===== src/rtl/seq_mult4_ctrl_pkg.sv =====
// Shared constants, state encoding and shift helper for the sequential 4x4 multiplier.
package seq_mult4_ctrl_pkg;

    localparam int unsigned OpWidth   = 4;
    localparam int unsigned ProdWidth = 8;
    localparam int unsigned Steps     = 4;
    localparam int unsigned StepWidth = 2;

    typedef enum logic [1:0] {
        StIdle = 2'b00,
        StCalc = 2'b01,
        StDone = 2'b10
    } state_e;

    // Step k pairs digit k[1] of a with digit k[0] of b; weight is 2*(i+j) bits.
    function automatic logic [2:0] shift_amt(input logic [StepWidth-1:0] step);
        logic [1:0] dsum;
        dsum = {1'b0, step[1]} + {1'b0, step[0]};
        return {dsum, 1'b0};
    endfunction

endpackage


===== src/rtl/seq_mult4_ctrl_if.sv =====
// Operand/product handshake bundle for seq_mult4_ctrl.
interface seq_mult4_ctrl_if;
    import seq_mult4_ctrl_pkg::*;

    logic                 in_valid;
    logic                 in_ready;
    logic [OpWidth-1:0]   a;
    logic [OpWidth-1:0]   b;
    logic                 out_valid;
    logic                 out_ready;
    logic [ProdWidth-1:0] product;
    logic                 busy;

    modport master (
        output in_valid, a, b, out_ready,
        input  in_ready, out_valid, product, busy
    );

    modport slave (
        input  in_valid, a, b, out_ready,
        output in_ready, out_valid, product, busy
    );

endinterface


===== src/rtl/twobit_multiplier.sv =====
// Shared 2x2 unsigned combinational multiplier used once per step.
module twobit_multiplier (
    input  logic [1:0] x,
    input  logic [1:0] y,
    output logic [3:0] m
);

    assign m = {2'b00, x} * {2'b00, y};

endmodule


===== src/rtl/seq_mult4_ctrl.sv =====
// Sequential 4x4 multiplier: one 2x2 multiplier time-shared over four accumulate steps.
module seq_mult4_ctrl
    import seq_mult4_ctrl_pkg::*;
(
    input logic             clk,
    input logic             rst,
    seq_mult4_ctrl_if.slave bus_io
);

    state_e               state_q;
    logic [OpWidth-1:0]   a_q;
    logic [OpWidth-1:0]   b_q;
    logic [ProdWidth-1:0] acc_q;
    logic [ProdWidth-1:0] acc_d;
    logic [StepWidth-1:0] step_q;
    logic                 out_valid_q;

    logic [1:0]           a_dig;
    logic [1:0]           b_dig;
    logic [3:0]           part;

    always_comb begin
        a_dig = a_q[{step_q[1], 1'b0} +: 2];
        b_dig = b_q[{step_q[0], 1'b0} +: 2];
        // Max product 225 fits in 8 bits, so the sum never wraps.
        acc_d = acc_q + (ProdWidth'(part) << shift_amt(step_q));
    end

    twobit_multiplier u_mult (
        .x (a_dig),
        .y (b_dig),
        .m (part)
    );

    always_ff @(posedge clk) begin
        if (rst) begin
            state_q     <= StIdle;
            a_q         <= '0;
            b_q         <= '0;
            acc_q       <= '0;
            step_q      <= '0;
            out_valid_q <= 1'b0;
        end else begin
            unique case (state_q)
                StIdle: begin
                    if (bus_io.in_valid) begin
                        a_q     <= bus_io.a;
                        b_q     <= bus_io.b;
                        acc_q   <= '0;
                        step_q  <= '0;
                        state_q <= StCalc;
                    end
                end
                StCalc: begin
                    acc_q  <= acc_d;
                    step_q <= step_q + 1'b1;
                    if (step_q == StepWidth'(Steps - 1)) begin
                        state_q     <= StDone;
                        out_valid_q <= 1'b1;
                    end
                end
                StDone: begin
                    if (bus_io.out_ready) begin
                        state_q     <= StIdle;
                        out_valid_q <= 1'b0;
                    end
                end
                default: begin
                    state_q     <= StIdle;
                    out_valid_q <= 1'b0;
                end
            endcase
        end
    end

    assign bus_io.in_ready  = (state_q == StIdle);
    assign bus_io.busy      = (state_q != StIdle);
    assign bus_io.out_valid = out_valid_q;
    assign bus_io.product   = acc_q;

endmodule


===== src/flat_wrapper.sv =====
// flat-port wrapper written by rule: the top's interface ports become plain ports
module seq_mult4_ctrl_flat import seq_mult4_ctrl_pkg::*;
  (clk, rst, bus_io_in_valid, bus_io_a, bus_io_b, bus_io_out_ready, bus_io_in_ready, bus_io_out_valid, bus_io_product, bus_io_busy);
  seq_mult4_ctrl_if bus_io_i ();
  input logic clk;
  input logic rst;
  input wire logic [$bits(bus_io_i.in_valid)-1:0] bus_io_in_valid;
  input wire logic [$bits(bus_io_i.a)-1:0] bus_io_a;
  input wire logic [$bits(bus_io_i.b)-1:0] bus_io_b;
  input wire logic [$bits(bus_io_i.out_ready)-1:0] bus_io_out_ready;
  output wire logic [$bits(bus_io_i.in_ready)-1:0] bus_io_in_ready;
  output wire logic [$bits(bus_io_i.out_valid)-1:0] bus_io_out_valid;
  output wire logic [$bits(bus_io_i.product)-1:0] bus_io_product;
  output wire logic [$bits(bus_io_i.busy)-1:0] bus_io_busy;
  assign bus_io_i.in_valid = bus_io_in_valid;
  assign bus_io_i.a = bus_io_a;
  assign bus_io_i.b = bus_io_b;
  assign bus_io_i.out_ready = bus_io_out_ready;
  assign bus_io_in_ready = bus_io_i.in_ready;
  assign bus_io_out_valid = bus_io_i.out_valid;
  assign bus_io_product = bus_io_i.product;
  assign bus_io_busy = bus_io_i.busy;
  seq_mult4_ctrl u_core (.clk(clk), .rst(rst), .bus_io(bus_io_i));
endmodule

===== config.mk =====
export PLATFORM = sky130hd
export DESIGN_NAME = seq_mult4_ctrl_flat
export DESIGN_NICKNAME = d
export VERILOG_FILES = /design/src/rtl/seq_mult4_ctrl_pkg.sv /design/src/rtl/seq_mult4_ctrl_if.sv /design/src/rtl/twobit_multiplier.sv /design/src/rtl/seq_mult4_ctrl.sv /design/src/flat_wrapper.sv
export SDC_FILE = /design/constraint.sdc
export NUM_CORES = 1
export LEC_CHECK = 0
export CORE_UTILIZATION = 30
export CTS_BUF_LIST = sky130_fd_sc_hd__clkbuf_16
export CTS_CLUSTER_SIZE = 20
export DETAILED_ROUTE_END_ITERATION = 10
export DONT_BUFFER_PORTS = 1
export PLACE_DENSITY = 0.53
export SLEW_MARGIN = 15
export SYNTH_ARGS = -nofsm -noshare
export SYNTH_HDL_FRONTEND = slang
export SYNTH_SLANG_ARGS = --single-unit

===== constraint.sdc =====
create_clock -name clk -period 2.7 [get_ports clk]
set_input_delay 0.27 -clock clk [delete_from_list [all_inputs] [get_ports clk]]
set_output_delay 0.27 -clock clk [all_outputs]
set_load 0.05 [all_outputs]

==> impl_metrics.json <==
{
  "num_antenna_cells": 0,
  "grt_pass1_wl_um": 5090,
  "synth_area_leaders": "dfxtp_1, ha_1, nand2_1, a21oi_1, mux2i_1",
  "timing.critical_path.slowest_cell_delay_ns": 0.47,
  "io_buffers": 0,
  "floorplan.die_area_mm2": 0.00447,
  "clk_pin_slew_worst_paths_ns": 0.06,
  "met3_wirelength_um": 136,
  "fp-row-count": 23,
  "die-height_um": 66.8,
  "critical-path-top-cell-by-count": "nor2_1",
  "number_of_antenna_violations_at_the_first_check_in_global_routing": 0,
  "critPathKind": "flop to flop",
  "design.portCount": 23,
  "yosysTopAreaCellShare_pct": 33.3,
  "r2r_start": "u_core.step_q[0]$_SDFFE_PP0P_",
  "holdCritStartpoint": "rst",
  "number_of_different_library_cells_in_the_post_synthesis_netlist": 37,
  "grt_start_max_net_pins": 26,
  "cts_buffers": 3,
  "routed_wl_um": 2940,
  "num_vias": 1112,
  "m1WireLength_um": 1340,
  "gpl.final_weighted_congestion": 0.764,
  "aggregate_global_routing_overflow": 0,
  "tritoncts_num_sinks": 21,
  "hold_path.class": "primary input to flop",
  "vias_per_cell": 5.08,
  "layout_worst_path_cycle_share_pct": 98.5,
  "post_synth_instance_area_mm2": 0.00126,
  "cp.arrival_ns": 2.84,
  "detail-route-antenna-nets": 0,
  "crit_buf_inv": 0,
  "track_usage_pct": 15.1,
  "initial_detailed_routing_violation_count": 23,
  "worst-path-max-fanout": 3,
  "cts.htree.levels": 1,
  "synth_seq_cells": 21,
  "cap_viol_max_count": 0,
  "vdd.ir_drop.worst_mv": 0.302,
  "synth-seq-area-share_pct": 33.3,
  "worst_pin_slew_ns": 0.608,
  "leakage_nw": 0.627,
  "buffer_levels_on_the_longest_clock_path": 2,
  "area_growth_syn_to_layout_pct": 22.9,
  "capturing_element_type_of_the_critical_path": "flop",
  "slew_headroom_pct": 59.4,
  "number_of_detailed_route_iterations_in_the_first_pass": 4,
  "timing.hold.worst_endpoint": "u_core.step_q[1]$_SDFFE_PP0P_",
  "clockRootBuffer": "clkbuf_16",
  "yosys_warnings": 0,
  "place.detailed.hpwl_um": 2080,
  "drv_slew": 0,
  "rrSetupSlack_ns": 0.04,
  "worst_setup_path_start_kind": "flop",
  "start_util_pct": 31.3,
  "worst-endpoint-required_ns": 2.88,
  "tritoncts": "built",
  "postSynthCellCount": 156,
  "status": "complete, no violations",
  "series_of_cell_instances_along_the_critical_path": "mux2i_1, nor2_1, ha_2, ha_4, mux2i_2, nor2_1, ha_1, o21ai_2, o21bai_2, a211oi_2, or4_1, o211ai_1",
  "net_count_after_synthesis": 179,
  "timing.final.crit_period_ns": 2.66,
  "top_signal_layer_used": "met4",
  "setup_total_negative_slack_ns": 0,
  "timing.clock.skew_ns": 0.00329,
  "hold_depth": 1,
  "final_layout_size_suffix_gt1_share_pct": 21.3,
  "r2r_end": "u_core.bus_io.product[7]$_SDFFE_PP0P_",
  "r2r_cells": 12,
  "met2WireLength_um": 1440,
  "fp.coreArea_mm2": 0.00403,
  "cpLargestDelayFamily": "adder cells",
  "postSynthAreaPerCell_um2": 8.08,
  "synth_largest_area_cell": "dfxtp_1",
  "final-hold-violation-count": 0,
  "power-per-cell-area_mw_per_mm2": 475,
  "nets": 193,
  "wire_per_inst_um": 13.4,
  "number_of_setup_violations_in_the_final_report": 0,
  "slowest_cell_on_the_critical_path": "or4_1",
  "finalCoreUtilization_pct": 38.5,
  "grt_pass1_vias": 1129,
  "fmax_ghz": 0.376,
  "grt_setup_unrepaired": "true",
  "hold_buffers": 0,
  "chipWidth_um": 66.8,
  "remaining_drc_errors": 0,
  "later_pin_clock_latency_in_the_skew_report_ns": 0.26
}
[power breakdown]
group	total (mW)	internal [mW]	leakage, nW	switching [mW]
sequential	0.330	0.319	0.172	0.0107
combinational	0.0820	0.0326	0.418	0.0494
clock	0.325	0.201	0.0371	0.124
total	0.737	0.553	0.627	0.184
[cells in the final DEF, fill, tap and decap left out, types with 3 or more instances in the layout]
| cell type | count |
|---|---|
| inv_1 | 3 |
| nor3_1 | 4 |
| a21oi_1 | 17 |
| xnor2_1 | 3 |
| nand3_1 | 5 |
| nor2_1 | 16 |
| dfxtp_1 | 19 |
| ha_1 | 8 |
| clkbuf_16 | 3 |
| nand2_1 | 28 |
| mux2i_2 | 3 |
| o211ai_1 | 3 |
| o21ai_0 | 3 |
| buf_4 | 17 |
| mux2i_1 | 4 |
[stage by stage]
step	instance area (um^2)	power, mW	hold WS (ns)	setup slack (ns)	cells
2_1_floorplan	1260	0.400	0.403	0.0465	156
3_3_place_gp	1380	0.409	0.342	-0.00469	212
3_5_place_dp	1380	0.411	0.345	-0.137	212
4_1_cts	1530	0.746	0.0629	-0.0560	219
5_1_grt	1550	0.773	0.0589	-0.145	219
6_report	1550	0.737	0.0736	0.0407	219
[cell families after synthesis]
family / after synthesis / synth area share [%]
adders and majority gates: 11 / 11.5
muxes: 9 / 7.24
DFF: 21 / 33.3
buffers and inverters: 11 / 4.96
AOI/OAI and AO/OA: 35 / 16.7
xor gates and xnor gates: 4 / 2.78
and+or+nand+nor: 65 / 23.5
[cell type report]
class | instances | area, um^2
Inverter | 3 | 11.3
Fill cell | 426 | 2480
Sequential cell | 21 | 428
Tap cell | 50 | 62.6
Clock inverter | 1 | 7.51
Multi-Input combinational cell | 124 | 838
Clock buffer | 3 | 75.1
Timing Repair Buffer | 17 | 128
[sequential cells by signal, summed over array words and instances (netlist names)]
register	flops
u_core.b_q	4
u_core.a_q	4
u_core.bus_io.out_valid	1
u_core.state_q	2
u_core.bus_io.product	8
u_core.step_q	2
[routing by layer]
layer	vias to the layer above	track usage, %
met5	-	0
met4	0	2.39
met3	4	4.97
met2	21	26.6
met1	515	17.8
li1	572	-
[how the worst max path moves through the flow]
stage,start,to,slack (ns),cells after the start
after floorplan,u_core.step_q[0]$_SDFFE_PP0P_,u_core.bus_io.product[7]$_SDFFE_PP0P_,0.05,12
after global placement,u_core.step_q[0]$_SDFFE_PP0P_,u_core.bus_io.product[7]$_SDFFE_PP0P_,-0.005,12
after detailed placement,u_core.step_q[1]$_SDFFE_PP0P_,u_core.bus_io.product[7]$_SDFFE_PP0P_,-0.14,12
after CTS,u_core.step_q[0]$_SDFFE_PP0P_,u_core.bus_io.product[7]$_SDFFE_PP0P_,-0.06,12
after global routing,u_core.step_q[1]$_SDFFE_PP0P_,u_core.bus_io.product[7]$_SDFFE_PP0P_,-0.14,12
final,u_core.step_q[0]$_SDFFE_PP0P_,u_core.bus_io.product[7]$_SDFFE_PP0P_,0.04,12
[synthesized netlist by cell type (all sizes together)]
cell,n
a211oi,3
a21o,2
a21oi,18
a22o,2
a31oi,1
a32oi,1
and2,1
buf,4
clkbuf,4
dfxtp,21
fa,1
ha,10
inv,3
mux2,1
mux2i,8
nand2,28
nand2b,2
nand3,5
nand3b,1
nand4b,1
nor2,16
nor2b,2
nor3,4
nor3b,2
nor4,1
o211ai,3
o21ai,4
o21bai,1
or2b,1
or4,1
xnor2,3
xor2,1
[what timing repair did]
item                       4_1_cts  5_1_grt
setup endpoints to repair        3        4
gates cloned                     0        0
setup buffers                    3        0
resized for setup               11        5
hold endpoints to repair         0        0
pin swaps                        6        2
Note: power is estimated with default switching activity, not from simulation.
